[src/rtl/mips_pkg.sv]
// Shared definitions for the MIPS memory stage: M-field bit positions, FSM states, width defaults.
package mips_pkg;

    localparam int unsigned DATA_W_DEF = 32;
    localparam int unsigned REG_W_DEF  = 5;

    // Bit positions inside the 2-bit M control field
    localparam int unsigned M_READ  = 1;
    localparam int unsigned M_WRITE = 0;

    typedef enum logic {
        ST_IDLE = 1'b0,
        ST_WAIT = 1'b1
    } mau_state_e;

endpackage

[src/rtl/mem_wb_reg.sv]
// MEM/WB pipeline register: full load of a retiring instruction, or a bubble that only clears RegWrite.
module mem_wb_reg
    import mips_pkg::*;
#(
    parameter int unsigned DATA_W = DATA_W_DEF,
    parameter int unsigned REG_W  = REG_W_DEF
) (
    input  logic              clk,
    input  logic              rst,
    input  logic              load,
    input  logic              bubble,
    input  logic              wb_in,
    input  logic [DATA_W-1:0] read_data_in,
    input  logic [DATA_W-1:0] alu_in,
    input  logic [REG_W-1:0]  write_register_in,
    output logic              wb_out,
    output logic [DATA_W-1:0] read_data_out,
    output logic [DATA_W-1:0] alu_out,
    output logic [REG_W-1:0]  write_register_out
);

    // Load wins over bubble; a bubble leaves the data fields untouched
    always_ff @(posedge clk) begin
        if (rst) begin
            wb_out             <= 1'b0;
            read_data_out      <= '0;
            alu_out            <= '0;
            write_register_out <= '0;
        end else if (load) begin
            wb_out             <= wb_in;
            read_data_out      <= read_data_in;
            alu_out            <= alu_in;
            write_register_out <= write_register_in;
        end else if (bubble) begin
            wb_out             <= 1'b0;
        end
    end

endmodule

[src/rtl/mem_access_unit.sv]
// MIPS memory stage: variable-latency load/store over a req/ack port, stalling upstream while busy.
module mem_access_unit
    import mips_pkg::*;
#(
    parameter int unsigned DATA_W  = DATA_W_DEF,
    parameter int unsigned REG_W   = REG_W_DEF,
    parameter int unsigned TIMEOUT = 255
) (
    input  logic              clk,
    input  logic              rst,
    input  logic              WB_in,
    input  logic [1:0]        M_in,
    input  logic [DATA_W-1:0] ALUresult_in,
    input  logic [DATA_W-1:0] write_data_in,
    input  logic [REG_W-1:0]  write_register_in,
    output logic              stall,
    output logic              mem_req,
    output logic              mem_we,
    output logic [DATA_W-1:0] mem_addr,
    output logic [DATA_W-1:0] mem_wdata,
    input  logic [DATA_W-1:0] mem_rdata,
    input  logic              mem_ack,
    output logic              mem_error,
    output logic              WB_out,
    output logic [DATA_W-1:0] read_data_out,
    output logic [DATA_W-1:0] ALUresult_out,
    output logic [REG_W-1:0]  write_register_out
);

    localparam int unsigned CNT_W = $clog2(TIMEOUT + 1);

    mau_state_e        state;
    mau_state_e        next_state;
    logic [CNT_W-1:0]  wait_cnt;
    logic              access;
    logic              timeout_hit;
    logic              done;
    logic              issue;
    logic              wb_load;
    logic              wb_bubble;
    logic [DATA_W-1:0] wb_rdata;

    assign access      = M_in[M_READ] | M_in[M_WRITE];
    // Timeout fires on the TIMEOUT-th WAIT cycle without an ack
    assign timeout_hit = (state == ST_WAIT) && !mem_ack && (wait_cnt == CNT_W'(TIMEOUT - 1));
    assign done        = (state == ST_WAIT) && (mem_ack || timeout_hit);

    // State register
    always_ff @(posedge clk) begin
        if (rst) begin
            state <= ST_IDLE;
        end else begin
            state <= next_state;
        end
    end

    // Next-state logic
    always_comb begin
        next_state = state;
        case (state)
            ST_IDLE: if (access) next_state = ST_WAIT;
            ST_WAIT: if (done)   next_state = ST_IDLE;
            default:             next_state = ST_IDLE;
        endcase
    end

    // Stall, request issue and MEM/WB load/bubble decode
    always_comb begin
        stall     = 1'b0;
        issue     = 1'b0;
        wb_load   = 1'b0;
        wb_bubble = 1'b0;
        wb_rdata  = '0;
        case (state)
            ST_IDLE: begin
                if (access) begin
                    stall     = 1'b1;
                    issue     = 1'b1;
                    wb_bubble = 1'b1;
                end else begin
                    wb_load   = 1'b1;
                end
            end
            ST_WAIT: begin
                if (done) begin
                    wb_load = 1'b1;
                    // mem_we low means the access was a read; a timeout leaves ack low so data is 0
                    if (mem_ack && !mem_we) wb_rdata = mem_rdata;
                end else begin
                    stall     = 1'b1;
                    wb_bubble = 1'b1;
                end
            end
            default: ;
        endcase
    end

    // Request flops: captured on issue, held through WAIT, request dropped on completion
    always_ff @(posedge clk) begin
        if (rst) begin
            mem_req   <= 1'b0;
            mem_we    <= 1'b0;
            mem_addr  <= '0;
            mem_wdata <= '0;
        end else if (issue) begin
            mem_req   <= 1'b1;
            mem_we    <= M_in[M_WRITE] & ~M_in[M_READ];
            mem_addr  <= ALUresult_in;
            mem_wdata <= write_data_in;
        end else if (done) begin
            mem_req   <= 1'b0;
        end
    end

    // Wait counter: counts un-acked WAIT cycles, saturating, cleared outside an active wait
    always_ff @(posedge clk) begin
        if (rst) begin
            wait_cnt <= '0;
        end else if (state == ST_WAIT && !done) begin
            if (wait_cnt != CNT_W'(TIMEOUT)) wait_cnt <= wait_cnt + CNT_W'(1);
        end else begin
            wait_cnt <= '0;
        end
    end

    // Sticky timeout flag, cleared only by reset
    always_ff @(posedge clk) begin
        if (rst) begin
            mem_error <= 1'b0;
        end else if (timeout_hit) begin
            mem_error <= 1'b1;
        end
    end

    mem_wb_reg #(
        .DATA_W (DATA_W),
        .REG_W  (REG_W)
    ) u_mem_wb_reg (
        .clk                (clk),
        .rst                (rst),
        .load               (wb_load),
        .bubble             (wb_bubble),
        .wb_in              (WB_in),
        .read_data_in       (wb_rdata),
        .alu_in             (ALUresult_in),
        .write_register_in  (write_register_in),
        .wb_out             (WB_out),
        .read_data_out      (read_data_out),
        .alu_out            (ALUresult_out),
        .write_register_out (write_register_out)
    );

endmodule
[config.mk]
export PLATFORM = sky130hd
export DESIGN_NAME = mem_access_unit
export DESIGN_NICKNAME = d
export VERILOG_FILES = /design/src/rtl/mips_pkg.sv /design/src/rtl/mem_wb_reg.sv /design/src/rtl/mem_access_unit.sv
export SDC_FILE = /design/constraint.sdc
export NUM_CORES = 1
export LEC_CHECK = 0
export ABC_AREA = 0
export ABC_CLOCK_PERIOD_IN_PS = 2800
export CORE_UTILIZATION = 39
export CTS_BUF_LIST = sky130_fd_sc_hd__clkbuf_8
export CTS_CLUSTER_SIZE = 40
export DETAILED_ROUTE_END_ITERATION = 12
export DONT_BUFFER_PORTS = 1
export SLEW_MARGIN = 20
export SYNTH_ARGS = -nofsm -noshare
export SYNTH_HDL_FRONTEND = slang
export SYNTH_SLANG_ARGS = --single-unit
[constraint.sdc]
create_clock -name clk -period 2.8 [get_ports clk]
set_input_delay 0.42 -clock clk [delete_from_list [all_inputs] [get_ports clk]]
set_output_delay 0.42 -clock clk [all_outputs]
set_load 0.01 [all_outputs]
-- Yosys cells after proc, flatten, opt, wreduce, memory -nomap -nowiden
Index checks and enable logic that the tools add are counted.
Widths: inputs -> output; s select.
- output and inout bits: 138
- input bits: 107
- word-level logic and storage cells: 45
- bits in registers: 146
- mux-type cells: 14
- reduce and logical (&&, ||, !) cells: 12
- equality and inequality tests: 2
- add/sub/neg operators: 1
- bitwise operators: 5
- operator list (cell ; number):
    $mux 32 ; 3
    $mux 1 ; 9
    $add 8x1->8 const B ; 1
    $eq 8x8->1 const B ; 1
    $ne 8x8->1 const B ; 1
    $logic_and 1x1->1 ; 5
    $pmux 1 s2 ; 2
    $reduce_bool 2->1 ; 2
    $logic_not 1->1 ; 3
    $not 1->1 ; 3
    $reduce_or 2->1 ; 1
    $and 1x1->1 ; 1
    $logic_or 1x1->1 ; 1
    $or 1x1->1 ; 1

-- Longest topological paths before layout
Gate-level depths: netlist of run 1.
- depth in word-level cells: 9
- depth in mapped cells: 8
- mapped depth without buffers: 5

-- Cells and area by module
From an unflattened synthesis of run 1, not the netlist that was laid out.
- cell total of the unflattened synthesis: 608
- area total of the unflattened synthesis: 5481.5 um2
- modules (own cells, without submodules) (module ; cells an instance ; instances ; area each (um2) ; seq. area each (um2)):
    mem_access_unit ; 381 ; 1 ; 3019.1 ; 1521.5
    mem_wb_reg ; 227 ; 1 ; 2462.4 ; 1401.3

-- Least setup slack after synthesis of run 1
No wires, ideal clock.
- path type: reg2out
- start: reg wait_cnt[0]
- end: out stall
- required time: 2.380 ns
- cell stages (with the launch flop): 8
- arrival: 1.347 ns
- slack: 1.033 ns
- cell sequence: dfxtp_1 > inv_1 > ha_1 > and4_1 > buf_4 > buf_6 > a21o_1 > nand2_1
- longest elaborated chain between the ends: 6
- RTL lines (item ; RTL line ; source):
    start: declaration ; mem_access_unit.sv:34 ; logic [CNT_W-1:0] wait_cnt;
    start signal: assignment ; mem_access_unit.sv:120 ; if (wait_cnt != CNT_W'(TIMEOUT)) wait_cnt <= wait_cnt + CNT_W'(1);
    $eq 8x8->1 ; mem_access_unit.sv:45 ; assign timeout_hit = (state == ST_WAIT) && !mem_ack && (wait_cnt == CNT_W'(TIMEOUT - 1));
    $logic_and 1x1->1 ; mem_access_unit.sv:45 ;
    $logic_or 1x1->1 ; mem_access_unit.sv:46 ; assign done = (state == ST_WAIT) && (mem_ack || timeout_hit);
    $logic_and 1x1->1 ; mem_access_unit.sv:46 ;
    $mux 1 ; mem_access_unit.sv:85 ; if (done) begin
    $pmux 1 s2 ; mem_access_unit.sv:74 ; case (state)
    end: declaration ; mem_access_unit.sv:16 ; output logic stall,
No other way between the ends.

-- Worst setup path in the final report of run 1
- start: reg wait_cnt[1]
- end: out stall
The elaborated chain is that of the path after synthesis.

==> results of run 1 <==
[where the power goes]
group	internal [mW]	switching (mW)
clock network	1.11	0.817
logic	0.171	0.257
registers	2.22	0.170
[sequential cells by signal (all words and copies together) (netlist names)]
signal                           cells
mem_addr                            32
mem_error                            1
mem_req                              1
mem_wdata                           32
mem_we                               1
state                                1
u_mem_wb_reg.alu_out                32
u_mem_wb_reg.read_data_out          32
u_mem_wb_reg.wb_out                  1
u_mem_wb_reg.write_register_out      5
wait_cnt                             8
[critical path: cells and delay by family (launching register included)]
| family | cells | cell delay (ns) |
|---|---|---|
| AOI/OAI and AO/OA | 1 | 0.21 |
| adders and majority gates | 1 | 0.20 |
| DFF | 1 | 0.42 |
| and+or+nand+nor | 2 | 0.69 |
[cell families (layout without fill, tap and decap cells)]
group	Yosys count	in the layout	synth area share, %
and+or+nand+nor	335	335	25.3
AOI/OAI and AO/OA	222	222	24.3
xor gates and xnor gates	2	2	0.256
buffers and inverters	91	49	7.15
DFF	146	146	42.6
adders and majority gates	2	2	0.365
[routing by layer]
layer / track usage [%] / wire length [um]
met1: 20.9 / 7090
met2: 29.4 / 7840
met3: 6.04 / 1210
met4: 7.80 / 362
met5: 0 / 0
[cell type report]
class	count	area share, %
timing repair buffer	10	1.54
inverter	7	0.360
tap	225	3.86
multi-input combinational	561	47.7
sequential	146	40.1
clock inverter	13	2.83
clock buffer	19	3.59
[final timing paths]
path	end	depth (start not counted)	slack [ns]	from
max	stall	4	0.43	wait_cnt[1]$_SDFFE_PP0P_
min	mem_addr[8]$_SDFFE_PP0P_	1	0.05	rst
max reg2reg	u_mem_wb_reg.alu_out[5]$_SDFFE_PP0P_	5	0.76	wait_cnt[1]$_SDFFE_PP0P_
min reg2reg	mem_addr[17]$_SDFFE_PP0P_	2	0.50	mem_addr[17]$_SDFFE_PP0P_
[cell usage in the layout (no fill, tap or decap), drive strengths merged, types with 2 or more instances in the layout]
cell	count
o2111ai	37
a21o	34
clkinv	5
nand2	132
bufinv	5
nor4	4
clkbuf	19
ha	2
nor2	2
or3	2
nor2b	63
and2b	6
a211oi	5
and3	2
a31oi	3
inv	8
nand4	37
a21oi	69
clkinvlp	2
nand3	42
a211o	38
dfxtp	146
a22o	32
nand2b	39
nor3	3
buf	10
==> flow_metrics.tcl, run 1 <==
set metrics [dict create \
    layout-drive-gt1-share_pct 7.41 \
    cts_buffers 17 \
    grt_pass1_wl_mm 26.0 \
    placedInstanceArea_um2 6820 \
    portBuffers 0 \
    vias 5579 \
    holdWs_ns 0.0474 \
    dr.pass1.iters 4 \
    fp.dieH_um 135 \
    crit_chain "ha_1, and4_2, a21o_1, nand2_1" \
    grt_pass1_vias 5293 \
    yosysMostFrequentCell "dfxtp_1" \
    multi_input_area_um2 3480 \
    drtIter0Drc 290 \
    seq_area_um2 2920 \
    finalSetupViolCount 0 \
    layout.nets 852 \
    core_um2 17200 \
    cts_tree "done" \
    synth_ff_type "dfxtp_1" \
    clk_pin_slew_ns 0.09 \
    grtUsageTotal_pct 17.8 \
    synthCells 798 \
    syn_avg_cell_area_um2 8.59 \
    syn_nets 907 \
    layout.core_utilization_pct 42.3 \
    synth_edf_count 0 \
    maxSlewHeadroom_pct 55.4 \
    dieArea_um2 18100 \
    cts-resized-gates 0 \
    insertion_delay_ns 0.44 \
    ctsHtreeMaxLevel 4 \
    setup_slack_ns 0.431 \
    post_cts_buffers 0 \
    area_delta_synth_final_pct 6.37 \
    place.gp.congestion 0.691 \
    drc_errors 0 \
    synth.top_cell.area_share_pct 42.6 \
    yosys-top-cells-count "dfxtp_1, nand2_1, a21oi_1" \
    cp_slowest_stage_delay_ns 0.56 \
    fin_skew_ns 0.00841 \
    ios 245 \
    finalCritPeriodShare_pct 84.6 \
    dp_hpwl_mm 11.0 \
    fp.dieW_um 135 \
    grt_overflow 0 \
    drtAntennaViolNets 0 \
    cts-root-buf "clkbuf_8" \
    vias_per_cell 5.69 \
    place_inst 949 \
    pre_cts_slack_ns 0.778 \
    numClockSinks 146 \
    cp.arrival_ns 1.95 \
    status "finished, final reports clean" \
    ys_warn_count 0 \
    period_minus_slack_ns 2.37 \
    crit_fanout 21 \
    p_per_area_nw_per_um2 650 \
    async_flop_share_pct 0 \
    drv_slew 0 \
    synth_cell_types 39 \
    synth_top_cells_by_area "dfxtp_1, nand2_1, nor2b_1" \
    ys_seq_area_share_pct 42.6 \
    grt_max_degree 178 \
    antenna_found_initial 0 \
    fillerInstances 1702 \
    vdd_drop_max_mv 0.376 \
    synth_top_cell_by_area "dfxtp_1" \
    hold_viol 0 \
    num_rows 48 \
    antennaDiodeCount 0 \
    power_mw 4.74 \
    drv_cap 0 \
    rsz0062_at_grt "false" \
    power.static_leakage_nw 2.77 \
    synth_area_um2 6860 \
    path_class "flop to primary output" \
    critPathSlowestCell "and4_2" \
    worstMarginPinSlew_ns 0.669 \
    fin_cells 981 \
    stdcell_area_um2 7290 \
    synth.ff_latch_count 146 \
    routedWlPerCell_um 16.8 \
    holdCritPathClass "input pin to flop" \
    cts_max_path_buffers 2 \
    fin_setup_tns_ns 0 \
    critical_path.startpoint_type "flop" \
    ctsHoldBuffers 0 \
    routed_wl_mm 16.5 \
    start_util_pct 39.8 \
    fmax_ghz 0.422 \
    required_ns 2.38 \
    cp-end-kind "primary output" \
]
No activity file was read; power rests on OpenSTA's default activity.
==> run 2, diff against run 1 <==
--- a/config.mk
+++ b/config.mk
@@ -6,7 +6,7 @@
 export NUM_CORES = 1
 export LEC_CHECK = 0
 export ABC_AREA = 0
-export ABC_CLOCK_PERIOD_IN_PS = 2800
+export ABC_CLOCK_PERIOD_IN_PS = 2110
 export CORE_UTILIZATION = 39
 export CTS_BUF_LIST = sky130_fd_sc_hd__clkbuf_8
 export CTS_CLUSTER_SIZE = 40
==> constraint.sdc (replaced) <==
create_clock -name clk -period 2.11 [get_ports clk]
set_input_delay 0.3165 -clock clk [delete_from_list [all_inputs] [get_ports clk]]
set_output_delay 0.3165 -clock clk [all_outputs]
set_load 0.01 [all_outputs]
==> flow_metrics.tcl, run 2 (synthesized netlist as in run 1, its figures left out) <==
set metrics [dict create \
    post_cts_buffers 0 \
    ios 245 \
    fin_setup_tns_ns 0 \
    critPathSlowestCell "dfxtp_4" \
    cp-end-kind "primary output" \
    p_per_area_nw_per_um2 758 \
    place.gp.congestion 0.748 \
    layout_common_cells "dfxtp_1, nand2_1, a21oi_1, dlygate4sd3_1, nor2b_1" \
    power.static_leakage_nw 3.04 \
    portBuffers 0 \
    area_delta_synth_final_pct 16.0 \
    vias_per_cell 5.72 \
    drtAntennaViolNets 0 \
    dp_hpwl_mm 10.9 \
    period_minus_slack_ns 2.00 \
    crit_chain "inv_1, ha_1, and4_2, a21o_1, nand2_2" \
    numClockSinks 146 \
    setup_slack_ns 0.107 \
    routedWlPerCell_um 17.4 \
    num_rows 48 \
    grt_max_degree 110 \
    required_ns 1.79 \
    routed_wl_mm 18.3 \
    antennaDiodeCount 0 \
    dr.pass1.iters 7 \
    layout-drive-gt1-share_pct 7.73 \
    grt_overflow 0 \
    vias 6021 \
    fp.dieH_um 135 \
    cp.arrival_ns 1.69 \
    worstMarginPinSlew_ns 0.918 \
    drv_slew 0 \
    pre_cts_slack_ns 0.132 \
    antenna_found_initial 0 \
    drc_errors 0 \
    maxSlewHeadroom_pct 38.7 \
    start_util_pct 39.8 \
    fp.dieW_um 135 \
    crit_fanout 5 \
    layout_commonest_cell "dfxtp_1" \
    finalSetupViolCount 0 \
    power_frac_seq_pct 52.5 \
    stdcell_area_um2 7950 \
    fin_cells 1053 \
    layout.nets 924 \
    switching_share_pct 29.6 \
    holdWs_ns 0.0733 \
    status "finished, final reports clean" \
    fin_skew_ns 0.00903 \
    vdd_drop_max_mv 0.368 \
    path_delay_family "simple AND/OR/NAND/NOR gates" \
    cts_tree "done" \
    grtUsageTotal_pct 19.2 \
    grt_pass1_vias 5604 \
    cts_buffers 17 \
    rsz0062_at_grt "false" \
    clk_pin_slew_ns 0.09 \
    dieArea_um2 18100 \
    hold_viol 0 \
    cp_slowest_stage_delay_ns 0.37 \
    place_inst 953 \
    cts-root-buf "clkbuf_8" \
    drtIter0Drc 429 \
    cts_max_path_buffers 2 \
    p_sw_mw 1.78 \
    critical_path.startpoint_type "flop" \
    p_comb_share_pct 12.0 \
    drv_cap 0 \
    ctsHtreeMaxLevel 4 \
    path_buf_inv 1 \
    p_clk_share_pct 35.5 \
    finalCritPeriodShare_pct 94.9 \
    fmax_ghz 0.499 \
    p_int_mw 4.24 \
    holdCritPathClass "input pin to flop" \
    core_um2 17200 \
    grt_pass1_wl_mm 27.8 \
    path_class "flop to primary output" \
    placedInstanceArea_um2 6850 \
    insertion_delay_ns 0.45 \
]
-- run 2: final cells by class --
class	count	area [um^2]
clock buffers	18	248
clock inverters	14	129
fillers	1605	9290
inverters	7	26.3
multi-input cells	561	3480
flip-flops and latches	146	2930
well taps	225	282
repair buffers	82	856
-- run 2: power groups by stage --
stage	clock, mW	combinational, mW	sequential [mW]
after floorplan	0	0.531	3.18
after global placement	0	0.554	3.23
after detailed placement	0	0.585	3.23
after CTS	2.22	0.710	3.17
after global routing	2.31	0.807	3.19
final	2.14	0.725	3.16
-- run 2: metrics by stage --
stage | util [%] | total power [mW]
finish | 46.1 | 6.03
global route | 46.1 | 6.30
CTS | 46.0 | 6.10
detailed placement | 39.8 | 3.82
global placement | 39.8 | 3.78
floorplan | - | 3.71
-- run 2: timing repair --
item / CTS / global route
hold buffers: 67 / 0
hold endpoints to repair: 69 / 0
resized for setup: 2 / 1
setup endpoints to repair: 1 / 2
gates cloned: 0 / 1
-- run 2: metal layers --
metal / vias to the layer above / track usage, % / routed length, um
met5: - / 0 / 0
met4: 0 / 7.43 / 382
met3: 29 / 6.61 / 1370
met2: 231 / 32.7 / 9140
met1: 2866 / 22.1 / 7410
li1: 2895 / - / -
-- run 2: worst register-to-register path, cell delays in order (launching register included) --
cell and delay [ns]:
dfxtp_4 0.37, inv_1 0.06, ha_1 0.19, and4_2 0.28, a21oi_4 0.74, a21o_1 0.22
-- run 2: path summary, 6_finish.rpt --
kind,from,to,slack (ns),cells after the start
worst max register to register,wait_cnt[0]$_SDFFE_PP0P_,u_mem_wb_reg.read_data_out[21]$_SDFFE_PP0P_,0.19,5
worst min register to register,mem_addr[1]$_SDFFE_PP0P_,mem_addr[1]$_SDFFE_PP0P_,0.50,2
worst max-delay path,wait_cnt[0]$_SDFFE_PP0P_,stall,0.11,5
worst min-delay path,mem_rdata[5],u_mem_wb_reg.read_data_out[5]$_SDFFE_PP0P_,0.07,2
==> run 3, diff against run 2 <==
--- a/config.mk
+++ b/config.mk
@@ -5,7 +5,7 @@
 export SDC_FILE = /design/constraint.sdc
 export NUM_CORES = 1
 export LEC_CHECK = 0
-export ABC_AREA = 0
+export ABC_AREA = 1
 export ABC_CLOCK_PERIOD_IN_PS = 2110
 export CORE_UTILIZATION = 39
 export CTS_BUF_LIST = sky130_fd_sc_hd__clkbuf_8
==> flow_metrics.tcl, run 3 <==
set metrics [dict create \
    status "finished, final reports clean" \
    cts_max_path_buffers 2 \
    drv_slew 0 \
    synth_edf_count 0 \
    place_inst 801 \
    cts_buffers 17 \
    ctsHtreeMaxLevel 4 \
    ys_warn_count 0 \
    fp.dieH_um 120 \
    finalCritPeriodShare_pct 93.9 \
    path_common_cell "inv_1" \
    reg2reg_depth 8 \
    critical_path.startpoint_type "flop" \
    cp.arrival_ns 1.67 \
    place.gp.congestion 0.771 \
    critical_path.endpoint "stall" \
    drv_cap 0 \
    synth.ff_latch_count 146 \
    holdWs_ns 0.0239 \
    layout.core_utilization_pct 46.9 \
    synth_top_cell_by_area "dfxtp_1" \
    required_ns 1.79 \
    rsz0062_at_grt "true" \
    routedWlPerCell_um 16.5 \
    fin_cells 869 \
    crit_fanout 14 \
    synth_ff_type "dfxtp_1" \
    drtIter0Drc 324 \
    grtUsageTotal_pct 19.3 \
    grt_max_degree 82 \
    antennaDiodeCount 0 \
    maxSlewHeadroom_pct 52.0 \
    grt_pass1_vias 4246 \
    synth.top_cell.area_share_pct 53.8 \
    power_mw 5.95 \
    dp_hpwl_mm 9.16 \
    period_minus_slack_ns 1.98 \
    clk_pin_slew_ns 0.08 \
    critPathSlowestCell "dfxtp_2" \
    holdCritPathClass "input pin to flop" \
    grt_pass1_wl_mm 21.8 \
    syn_avg_cell_area_um2 8.10 \
    core_um2 13400 \
    rrSetupSlack_ns 0.38 \
    num_rows 42 \
    fin_skew_ns 0.0133 \
    synthCells 671 \
    vias_per_cell 5.27 \
    cts_tree "done" \
    crit_start "wait_cnt[0]$_SDFFE_PP0P_" \
    cts-root-buf "clkbuf_8" \
    routed_wl_mm 14.3 \
    cp_slowest_stage_delay_ns 0.37 \
    layout_common_cells "dfxtp_1, nor2_1, nand2_1, nand3_1, o21ai_0" \
    start_util_pct 40.6 \
    fp.dieW_um 120 \
    async_flop_share_pct 0 \
    portBuffers 0 \
    p_per_area_nw_per_um2 946 \
    reg2reg_to "u_mem_wb_reg.alu_out[16]$_SDFFE_PP0P_" \
    synth_top_cells_by_area "dfxtp_1, nor2_1, nand3_1" \
    syn_nets 780 \
    numClockSinks 146 \
    grt_overflow 0 \
    cp-end-kind "primary output" \
    antenna_found_initial 0 \
    area_delta_synth_final_pct 15.7 \
    layout.nets 789 \
    ios 245 \
    insertion_delay_ns 0.43 \
    fin_setup_tns_ns 0 \
    drc_errors 0 \
    vias 4577 \
    hold_viol 0 \
    path_class "flop to primary output" \
    ys_seq_area_share_pct 53.8 \
    dr.pass1.iters 7 \
    synth_cell_types 26 \
    layout-drive-gt1-share_pct 7.36 \
    layout_commonest_cell "dfxtp_1" \
    synth_area_um2 5440 \
    worstMarginPinSlew_ns 0.720 \
    vdd_drop_max_mv 0.374 \
    drtAntennaViolNets 0 \
    finalSetupViolCount 0 \
    fmax_ghz 0.504 \
    rr_startpoint "wait_cnt[1]$_SDFFE_PP0P_" \
    yosysMostFrequentCell "dfxtp_1" \
    power.static_leakage_nw 2.72 \
    dieArea_um2 14400 \
    yosys-top-cells-count "dfxtp_1, nor2_1, nand2_1" \
    crit_chain "inv_1, ha_1, inv_1, nor2_2, nand2_2, nand3_2, nand2_4, buf_12" \
]
## run 3: how the worst min path moves through the flow
stage                             start                                           to  slack, ns  depth (start not counted)
after floorplan                     rst                       mem_error$_SDFFE_PP0P_       0.39                          1
after global placement              rst                       mem_error$_SDFFE_PP0P_       0.39                          1
after detailed placement            rst                             state$_SDFF_PP0_       0.39                          1
after CTS                 mem_rdata[16]  u_mem_wb_reg.read_data_out[16]$_SDFFE_PP0P_     0.0003                          2
after global routing              WB_in             u_mem_wb_reg.wb_out$_SDFFE_PP0P_      0.005                          2
final                     mem_rdata[24]  u_mem_wb_reg.read_data_out[24]$_SDFFE_PP0P_       0.02                          2
## run 3: stage by stage
step	area (um^2)	setup slack [ns]
final	6290	0.128
after global routing	6290	-0.0192
after CTS	6240	0.0548
after detailed placement	5490	0.387
after global placement	5490	0.392
after floorplan	5440	0.617
## run 3: layout make-up
type | instances | area, um^2
inverter | 14 | 60.1
sequential | 146 | 2920
multi-input combinational | 457 | 2190
fill | 1310 | 7110
clock buffer | 20 | 275
timing repair buffer | 44 | 499
tap | 176 | 220
clock inverter | 12 | 116
## run 3: timing repair
action | CTS | global route
buffers inserted | 0 | 0
hold endpoints to repair | 35 | 1
setup endpoints to repair | 1 | 2
hold buffers | 33 | 1
gates cloned | 1 | 1
gates resized for setup | 1 | 3
## run 3: logic make-up after synthesis
group | after synthesis | share of synthesized area [%]
AO/OA/AOI/OAI | 79 | 7.39
XOR/XNOR | 2 | 0.322
adder cells (fa/ha/maj) | 2 | 0.460
buffers and inverters | 68 | 6.12
flip-flops | 146 | 53.8
AND/OR/NAND/NOR | 374 | 31.9
## run 3: per-layer routing
layer	track usage, %	part of all wire, %	up-vias
met5	0	0	-
met4	8.36	2.1	0
met3	7.70	9.6	23
met2	31.9	49	203
met1	21.9	39	2094
li1	-	-	2257
## run 3: power breakdown
part / internal (mW) / switching [mW] / leakage [nW]
logic: 0.234 / 0.370 / 1.31
registers: 2.96 / 0.250 / 1.20
clock network: 1.13 / 1.00 / 0.212
total: 4.33 / 1.62 / 2.72
## run 3: worst max-delay path: cells and delay by family, from the launching register on
family        cells  cell delay [ns]
flops             1             0.37
fa+ha+maj         1             0.20
simple gates      4             0.38
buf+inv           3             0.28
